==> src/rtl/vec_pkg.sv <==
// Shared constants and types for the vector store path.
package vec_pkg;
    localparam int VEC_LANES  = 5;
    localparam int VEC_STRIDE = 4;
    localparam int VEC_IDX_W  = 3;

    typedef logic [VEC_IDX_W-1:0] lane_idx_t;

    typedef enum logic [1:0] {
        VS_IDLE  = 2'd0,
        VS_ISSUE = 2'd1,
        VS_DONE  = 2'd2
    } vs_state_t;
endpackage

==> src/rtl/vec_next_lane.sv <==
// Priority encoder: lowest set mask bit strictly above idx, or the lowest set bit when first=1.
module vec_next_lane
    import vec_pkg::*;
(
    input  logic [VEC_LANES-1:0] mask,
    input  lane_idx_t            idx,
    input  logic                 first,
    output lane_idx_t            next_idx,
    output logic                 found
);

    always_comb begin
        next_idx = '0;
        found    = 1'b0;
        // Scan downwards so the lowest qualifying lane is the one left standing.
        for (int i = VEC_LANES - 1; i >= 0; i--) begin
            if (mask[i] && (first || (lane_idx_t'(i) > idx))) begin
                next_idx = lane_idx_t'(i);
                found    = 1'b1;
            end
        end
    end

endmodule

==> src/rtl/vec_store_unit.sv <==
// Serialises a captured 5-lane vector into single-word memory writes, stalling the core meanwhile.
//   state    | meaning
//   VS_IDLE  | waiting for start; stall follows start
//   VS_ISSUE | presenting lane idx on the memory port until accepted
//   VS_DONE  | one-cycle done pulse, core released
module vec_store_unit
    import vec_pkg::*;
#(
    parameter int DATA_W = 32,
    parameter int ADDR_W = 32,
    parameter int LANES  = VEC_LANES,
    parameter int STRIDE = VEC_STRIDE
) (
    input  logic              clk,
    input  logic              reset,
    input  logic              start,
    input  logic [ADDR_W-1:0] base_addr,
    input  logic [LANES-1:0]  lane_mask,
    input  logic [DATA_W-1:0] lane_0,
    input  logic [DATA_W-1:0] lane_1,
    input  logic [DATA_W-1:0] lane_2,
    input  logic [DATA_W-1:0] lane_3,
    input  logic [DATA_W-1:0] lane_4,
    output logic              mem_req,
    output logic              mem_we,
    output logic [ADDR_W-1:0] mem_addr,
    output logic [DATA_W-1:0] mem_wdata,
    input  logic              mem_ready,
    output logic              stall,
    output logic              busy,
    output logic              done
);

    vs_state_t         state_q, state_d;
    logic [ADDR_W-1:0] base_q;
    logic [LANES-1:0]  mask_q;
    logic [DATA_W-1:0] lane_q [VEC_LANES];
    lane_idx_t         idx_q;
    logic [DATA_W-1:0] lane_data;

    logic [LANES-1:0]  srch_mask;
    logic              srch_first;
    lane_idx_t         nl_idx;
    logic              nl_found;

    // In IDLE the encoder looks at the live mask for the first lane; afterwards it walks the captured one.
    assign srch_first = (state_q == VS_IDLE);
    assign srch_mask  = srch_first ? lane_mask : mask_q;

    vec_next_lane u_next_lane (
        .mask     (srch_mask),
        .idx      (idx_q),
        .first    (srch_first),
        .next_idx (nl_idx),
        .found    (nl_found)
    );

    always_ff @(posedge clk or negedge reset) begin
        if (!reset) begin
            state_q <= VS_IDLE;
        end else begin
            state_q <= state_d;
        end
    end

    always_ff @(posedge clk or negedge reset) begin
        if (!reset) begin
            base_q <= '0;
            mask_q <= '0;
            idx_q  <= '0;
            for (int i = 0; i < VEC_LANES; i++) begin
                lane_q[i] <= '0;
            end
        end else if ((state_q == VS_IDLE) && start) begin
            base_q    <= base_addr & ~ADDR_W'(3);
            mask_q    <= lane_mask;
            idx_q     <= nl_idx;
            lane_q[0] <= lane_0;
            lane_q[1] <= lane_1;
            lane_q[2] <= lane_2;
            lane_q[3] <= lane_3;
            lane_q[4] <= lane_4;
        end else if ((state_q == VS_ISSUE) && mem_ready && nl_found) begin
            idx_q <= nl_idx;
        end
    end

    always_comb begin
        case (idx_q)
            3'd0:    lane_data = lane_q[0];
            3'd1:    lane_data = lane_q[1];
            3'd2:    lane_data = lane_q[2];
            3'd3:    lane_data = lane_q[3];
            3'd4:    lane_data = lane_q[4];
            default: lane_data = '0;
        endcase
    end

    always_comb begin
        state_d   = state_q;
        mem_req   = 1'b0;
        mem_addr  = '0;
        mem_wdata = '0;
        stall     = 1'b0;
        busy      = 1'b0;
        done      = 1'b0;
        case (state_q)
            VS_IDLE: begin
                stall = start;
                if (start) begin
                    state_d = nl_found ? VS_ISSUE : VS_DONE;
                end
            end
            VS_ISSUE: begin
                mem_req   = 1'b1;
                stall     = 1'b1;
                busy      = 1'b1;
                mem_addr  = base_q + ADDR_W'(idx_q) * ADDR_W'(STRIDE);
                mem_wdata = lane_data;
                if (mem_ready && !nl_found) begin
                    state_d = VS_DONE;
                end
            end
            VS_DONE: begin
                busy    = 1'b1;
                done    = 1'b1;
                state_d = VS_IDLE;
            end
            default: state_d = VS_IDLE;
        endcase
    end

    assign mem_we = mem_req;

endmodule

==> config.mk <==
export PLATFORM = sky130hd
export DESIGN_NAME = vec_store_unit
export DESIGN_NICKNAME = d
export VERILOG_FILES = /design/src/rtl/vec_pkg.sv /design/src/rtl/vec_next_lane.sv /design/src/rtl/vec_store_unit.sv
export SDC_FILE = /design/constraint.sdc
export NUM_CORES = 1
export LEC_CHECK = 0
export BUFFER_PORTS_ARGS = -buffer_cell sky130_fd_sc_hd__buf_2
export CAP_MARGIN = 15
export CELL_PAD_IN_SITES_DETAIL_PLACEMENT = 1
export CELL_PAD_IN_SITES_GLOBAL_PLACEMENT = 1
export CORE_UTILIZATION = 25
export DETAILED_ROUTE_END_ITERATION = 8
export GPL_TIMING_DRIVEN = 0
export PLACE_DENSITY_LB_ADDON = 0.3
export SLEW_MARGIN = 20
export SYNTH_ARGS = -nofsm -noshare
export SYNTH_HDL_FRONTEND = slang
export SYNTH_SLANG_ARGS = --single-unit
==> constraint.sdc <==
create_clock -name clk -period 5.5 [get_ports clk]
set_input_delay 0 -clock clk [delete_from_list [all_inputs] [get_ports clk]]
set_output_delay 0 -clock clk [all_outputs]
set_load 0.01 [all_outputs]
==> impl_metrics.env, run 1 <==
export IMPL_rsz0062_at_grt="false"
export IMPL_finClkSkew_ns=0.0110
export IMPL_cts_repair_resized=0
export IMPL_gr_total_overflow=0
export IMPL_yosysSeqAreaShare_pct=51.0
export IMPL_clock_path_buffers=2
export IMPL_synth_top_family_by_area="multiplexers"
export IMPL_avgSynthCellArea_sq_um=11.9
export IMPL_worst_ep_required_time_ns=5.50
export IMPL_cts_tree="done"
export IMPL_combinationalPowerShare_pct=49.1
export IMPL_fin_tns_setup_ns=0
export IMPL_fin_crit_sh_pct=74.4
export IMPL_drive_gt1_share_pct=39.5
export IMPL_clk_latency_ns=0.44
export IMPL_num_rows=72
export IMPL_synthCells=821
export IMPL_timing_fmax_mhz=245
export IMPL_die_area_sq_um=39800
export IMPL_holdBufCountCts=198
export IMPL_tightest_slew_ns=0.922
export IMPL_final_common_cell="buf_2"
export IMPL_synth_simple_gate_area_share_pct=7.45
export IMPL_cts_root_buf="clkbuf_16"
export IMPL_detail_route_antenna_nets=0
export IMPL_setup_violations=0
export IMPL_floorplan_initialDensity_pct=25.3
export IMPL_drc=0
export IMPL_place_area_sq_um=11800
export IMPL_gp_congestion=0.738
export IMPL_power_frac_seq_pct=34.2
export IMPL_synthMuxAreaShare_pct=26.2
export IMPL_synthDominantCellAreaShare_pct=51.0
export IMPL_drtIter0Drc=197
export IMPL_syn_to_final_growth_pct=47.4
export IMPL_clkTransAtPathRegs_ns=0.07
export IMPL_r2r_slack_ns=2.61
export IMPL_critPathLaunch="idx_q[1]"
export IMPL_path_cells="buf_2, clkinv_1, clkbuf_1, fa_1, nor2b_1, o21ai_1, nor3_1, nand4_1, mux2i_1, buf_2"
export IMPL_start_kind="flip-flop"
export IMPL_switching_power_w=0.00304
export IMPL_grt_pass1_wl_microns=52700
export IMPL_htree_num_levels=4
export IMPL_ios=270
export IMPL_detailed_place_hpwl_microns=24300
export IMPL_slowest_delay_ns=0.63
export IMPL_numCtsBuffers=17
export IMPL_via_per_inst=4.45
export IMPL_cp_end_kind="output pin"
export IMPL_finalInstanceArea_sq_um=14400
export IMPL_grt_max_degree=89
export IMPL_synth_xor_area_share_pct=1.97
export IMPL_core_sq_um=38600
export IMPL_cts_sinks=199
export IMPL_async_reset_ff_share_pct=100
export IMPL_drt_first_pass_iters=4
export IMPL_synth_fa_ha_area_share_pct=0.974
export IMPL_period_needed_ns=4.09
export IMPL_worst_setup_path_type="reg2out"
export IMPL_drv_cap=0
export IMPL_p_int_w=0.00481
export IMPL_grt_pass1_vias=9134
export IMPL_slew_headroom_pct=38.5
export IMPL_dieWidth_microns=200
export IMPL_synth_compound_area_share_pct=9.23
export IMPL_synthTopCellsByArea="dfrtp_1 (51%), mux2_2 (22%), nor2_1 (3.8%)"
export IMPL_utilization_pct=37.3
export IMPL_r2r_start="state_q[0]"
export IMPL_mostFrequentLayoutCells="buf_2 (280), dfrtp_1 (199), dlygate4sd3_1 (198)"
export IMPL_post_cts_buffers=0
export IMPL_hold_path_class="in2async"
export IMPL_avgRoutedWirePerCell_microns=18.8
export IMPL_cp_max_fo=10
export IMPL_cp_top_family="simple AND/OR/NAND/NOR gates"
export IMPL_netlist_area_sq_um=9760
export IMPL_final_nets=1514
export IMPL_critPathSlowestCell="nor3_1"
export IMPL_arrival_ns=4.09
export IMPL_cp_num_buf_inv=4
export IMPL_vias=8176
export IMPL_grt_usage_pct=17.7
export IMPL_synth_edf_count=0
export IMPL_synth_largest_area_cell="dfrtp_1"
export IMPL_wirelength_microns=34600
export IMPL_antenna_found_initial=3
export IMPL_portBuffers=265
export IMPL_finalMaxSlewViolations=0
export IMPL_max_vdd_ir_drop_mv=0.241
export IMPL_switching_share_pct=38.8
export IMPL_ys_ff_latch=199
export IMPL_yosysUniqueCellTypes=48
export IMPL_power_leakage_nw=6.35
export IMPL_hold_violations=0
export IMPL_p_total_w=0.00785
export IMPL_p_per_area_nw_per_um2=546
export IMPL_yosys_warnings=0
export IMPL_synth_top_flop_cell="dfrtp_1"
export IMPL_crit_top_cell="buf_2"
export IMPL_pwr_share_clk_pct=16.7
export IMPL_status="finished, final reports clean"
export IMPL_die_height_microns=200
## power by group through the flow
stage / clock (W) / sequential (W) / combinational (W)
final: 0.00131 / 0.00269 / 0.00385
after global routing: 0.00142 / 0.00279 / 0.00428
after detailed placement: 0 / 0.00271 / 0.00381
after floorplan: 0 / 0.00256 / 0.00262
after global placement: 0 / 0.00267 / 0.00375
after CTS: 0.00137 / 0.00268 / 0.00395
## path summary, 6_finish.rpt
kind | cells after the start | endpoint
setup / recovery | 10 | mem_addr[30]
max in group asynchronous | 3 | lane_q[7]
hold reg to reg | 1 | lane_q[71]
hold / removal | 2 | lane_q[90]
setup reg to reg | 9 | state_q[0]
min in group clk | 4 | idx_q[0]
## synthesized netlist by cell type (7+ instances only)
master and number:
o22a_1 32, mux2i_1 36, inv_1 12, clkbuf_1 39, nor3_1 7, nor2_1 98, mux2_2 195, xnor2_1 17
a21oi_1 39, a22oi_1 33, dfrtp_1 199, nand2_1 19, buf_2 16
## registers in the layout (all words and copies together) (netlist names)
| register | flops |
|---|---|
| idx_q | 3 |
| lane_q | 160 |
| state_q | 2 |
| mask_q | 4 |
| base_q | 30 |
## cell families after synthesis
family | after synthesis
flops | 199
mux | 231
other cells | 1
simple gates | 160
compound gates | 129
fa+ha+maj | 7
buf+inv | 72
xor+xnor | 22
## area by class of cell
class,instances,area (sq um)
Antenna cell,3,7.51
Sequential cell,199,4980
Inverter,13,48.8
Clock buffer,21,470
Timing Repair Buffer,465,3370
Buffer,59,256
Tap cell,518,648
Multi-Input combinational cell,551,4480
Fill cell,4359,24200
Clock inverter,10,119
## per-stage QoR
step                      hold slack [ns]  std cells  setup WS (ns)
final                              0.0593       1839           1.41
after global routing               0.0896       1839          0.954
after CTS                          0.0595       1836           1.20
after detailed placement          -0.0455       1607           1.70
after global placement              0.232       1605          0.648
after floorplan                    -0.296        822           2.98
## metal layers
layer	global-route usage, %	routed length [microns]	share of wire (%)
met2	30.9	17700	51
met3	3.27	1050	3.0
met4	3.96	340	0.98
met1	22.5	15500	45
met5	0	0	0
Note: power is estimated with default switching activity, not from simulation.
==> run 2, diff against run 1 <==
==> constraint.sdc (replaced) <==
create_clock -name clk -period 3.85 [get_ports clk]
set_input_delay 0 -clock clk [delete_from_list [all_inputs] [get_ports clk]]
set_output_delay 0 -clock clk [all_outputs]
set_load 0.01 [all_outputs]
==> run 2 against run 1 <==
Clock skew up 0.00053 ns. Power up 43%. Clock-buffer cell count unchanged. Cell area up 0.12%. First-iteration DRC count down 6.1%. Clock power up 43%. Critical path depth unchanged. Highest routed layer unchanged.
==> impl_metrics.env, run 2 (synthesis gave the netlist of run 1 again) <==
export IMPL_p_per_area_nw_per_um2=779
export IMPL_crit_top_cell="buf_2"
export IMPL_cp_num_cells=10
export IMPL_cts_root_buf="clkbuf_16"
export IMPL_clock_path_buffers=2
export IMPL_cts_sinks=199
export IMPL_start_kind="flip-flop"
export IMPL_setup_violations=0
export IMPL_vias=8157
export IMPL_critPathLaunch="idx_q[1]"
export IMPL_path_cells="buf_2, clkinv_2, clkbuf_2, fa_1, nor2b_1, o21ai_2, nor3_4, nand4_1, mux2i_1, buf_2"
export IMPL_period_needed_ns=3.44
export IMPL_drc=0
export IMPL_top_regs="lane_q x160, base_q x30, mask_q x4"
export IMPL_avgRoutedWirePerCell_microns=18.8
export IMPL_timing_fmax_mhz=291
export IMPL_worst_setup_path_type="reg2out"
export IMPL_hold_violations=0
export IMPL_clk_latency_ns=0.44
export IMPL_r2r_cells=9
export IMPL_switching_power_w=0.00434
export IMPL_drtIter0Drc=185
export IMPL_floorplan_initialDensity_pct=25.3
export IMPL_status="finished, final reports clean"
export IMPL_cp_top_family="buffers and inverters"
export IMPL_finalMaxSlewViolations=0
export IMPL_slew_headroom_pct=40.3
export IMPL_grt_usage_pct=17.7
export IMPL_grt_pass1_wl_microns=52700
export IMPL_regMostFlops="lane_q"
export IMPL_finClkSkew_ns=0.0115
export IMPL_hold_path_class="in2async"
export IMPL_crit_end="mem_addr[30]"
export IMPL_detailed_place_hpwl_microns=24300
export IMPL_rsz0062_at_grt="false"
export IMPL_drv_cap=0
export IMPL_mostFrequentLayoutCells="buf_2 (280), dfrtp_1 (199), dlygate4sd3_1 (198)"
export IMPL_p_int_w=0.00687
export IMPL_largest_reg_flops=160
export IMPL_dieWidth_microns=200
export IMPL_arrival_ns=3.44
export IMPL_grt_pass1_vias=9131
export IMPL_switching_share_pct=38.7
export IMPL_clkTransAtPathRegs_ns=0.07
export IMPL_final_common_cell="buf_2"
export IMPL_slowest_delay_ns=0.45
export IMPL_antenna_found_initial=3
export IMPL_drive_gt1_share_pct=39.8
export IMPL_detail_route_antenna_nets=0
export IMPL_num_rows=72
export IMPL_portBuffers=265
export IMPL_die_height_microns=200
export IMPL_critPathSlowestCell="fa_1"
export IMPL_via_per_inst=4.44
export IMPL_cts_tree="done"
export IMPL_wirelength_microns=34600
export IMPL_combinationalPowerShare_pct=49.1
export IMPL_max_vdd_ir_drop_mv=0.345
export IMPL_numCtsBuffers=17
export IMPL_die_area_sq_um=39800
export IMPL_cp_max_fo=10
export IMPL_timing_hold_ws_ns=0.0539
export IMPL_worst_r2r_endpoint="state_q[0]"
export IMPL_drt_first_pass_iters=4
export IMPL_fin_tns_setup_ns=0
export IMPL_power_leakage_nw=6.37
export IMPL_gr_total_overflow=0
export IMPL_worst_ep_required_time_ns=3.85
export IMPL_cp_end_kind="output pin"
export IMPL_r2r_slack_ns=0.96
export IMPL_tightest_slew_ns=0.896
export IMPL_p_total_w=0.0112
export IMPL_cp_num_buf_inv=4
export IMPL_core_sq_um=38600
export IMPL_gp_congestion=0.738
export IMPL_grt_max_degree=89
export IMPL_fin_crit_sh_pct=89.4
export IMPL_ios=270
export IMPL_power_frac_seq_pct=34.2
export IMPL_syn_to_final_growth_pct=47.5
export IMPL_final_nets=1514
export IMPL_pwr_share_clk_pct=16.7
export IMPL_htree_num_levels=4
export IMPL_r2r_start="state_q[0]"
-- run 2: worst register-to-register path: stages, from the launching register on --
cell	delay, ns
dfrtp_1	0.41
inv_1	0.11
ha_1	0.16
buf_4	0.16
or3b_1	0.38
or3_1	0.37
a21bo_2	0.27
nand3_1	0.09
a32o_1	0.26
dlygate4sd3_1	0.56
-- run 2: metrics by stage --
step | instances | setup WS, ns | utilization [%] | instance area, sq um
floorplan | 822 | 1.33 | - | 9760
global placement | 1605 | -1.00 | 30.4 | 11700
CTS | 1836 | 0.136 | 37.3 | 14400
detailed placement | 1607 | 0.0544 | 30.6 | 11800
global route | 1839 | 0.0698 | 37.3 | 14400
finish | 1839 | 0.409 | 37.3 | 14400
-- run 2: area by class of cell --
type,count,area (sq um)
tap,518,648
inverter,13,50.0
clock buffer,21,470
fill,4356,24200
timing repair buffer,465,3370
sequential,199,4980
antenna,3,7.51
clock inverter,10,119
multi-input combinational,551,4490
buffer,59,258
-- run 2: how the worst min path moves through the flow --
stage | to | slack, ns | depth (start not counted)
6_report | lane_q[90] | 0.05 | 2
2_1_floorplan | base_q[10] | -0.30 | 0
5_1_grt | lane_q[90] | 0.09 | 2
3_3_place_gp | lane_q[74] | 0.23 | 2
3_5_place_dp | lane_q[90] | -0.05 | 1
4_1_cts | lane_q[90] | 0.06 | 2
-- run 2: power groups by stage --
stage	Clock, W	Combinational [W]	Sequential [W]
2_1_floorplan	0	0.00375	0.00365
3_3_place_gp	0	0.00535	0.00382
3_5_place_dp	0	0.00545	0.00387
4_1_cts	0.00196	0.00564	0.00383
5_1_grt	0.00202	0.00611	0.00399
6_report	0.00187	0.00551	0.00383
-- run 2: timing repair --
action,4_1_cts,5_1_grt
endpoints found under the setup margin,5,2
setup buffers,0,0
gates resized for setup,4,1
endpoints found under the hold margin,396,0
hold buffers,198,0
gates cloned,0,0
-- run 2: metal layers --
metal  vias up  GRT usage, %  part of all wire (%)
met3        14          3.27                   3.1
met2       146          30.9                    51
met1      4095          22.5                    45
met5         -             0                     0
met4         0          3.96                   1.0
li1       3902             -                     -
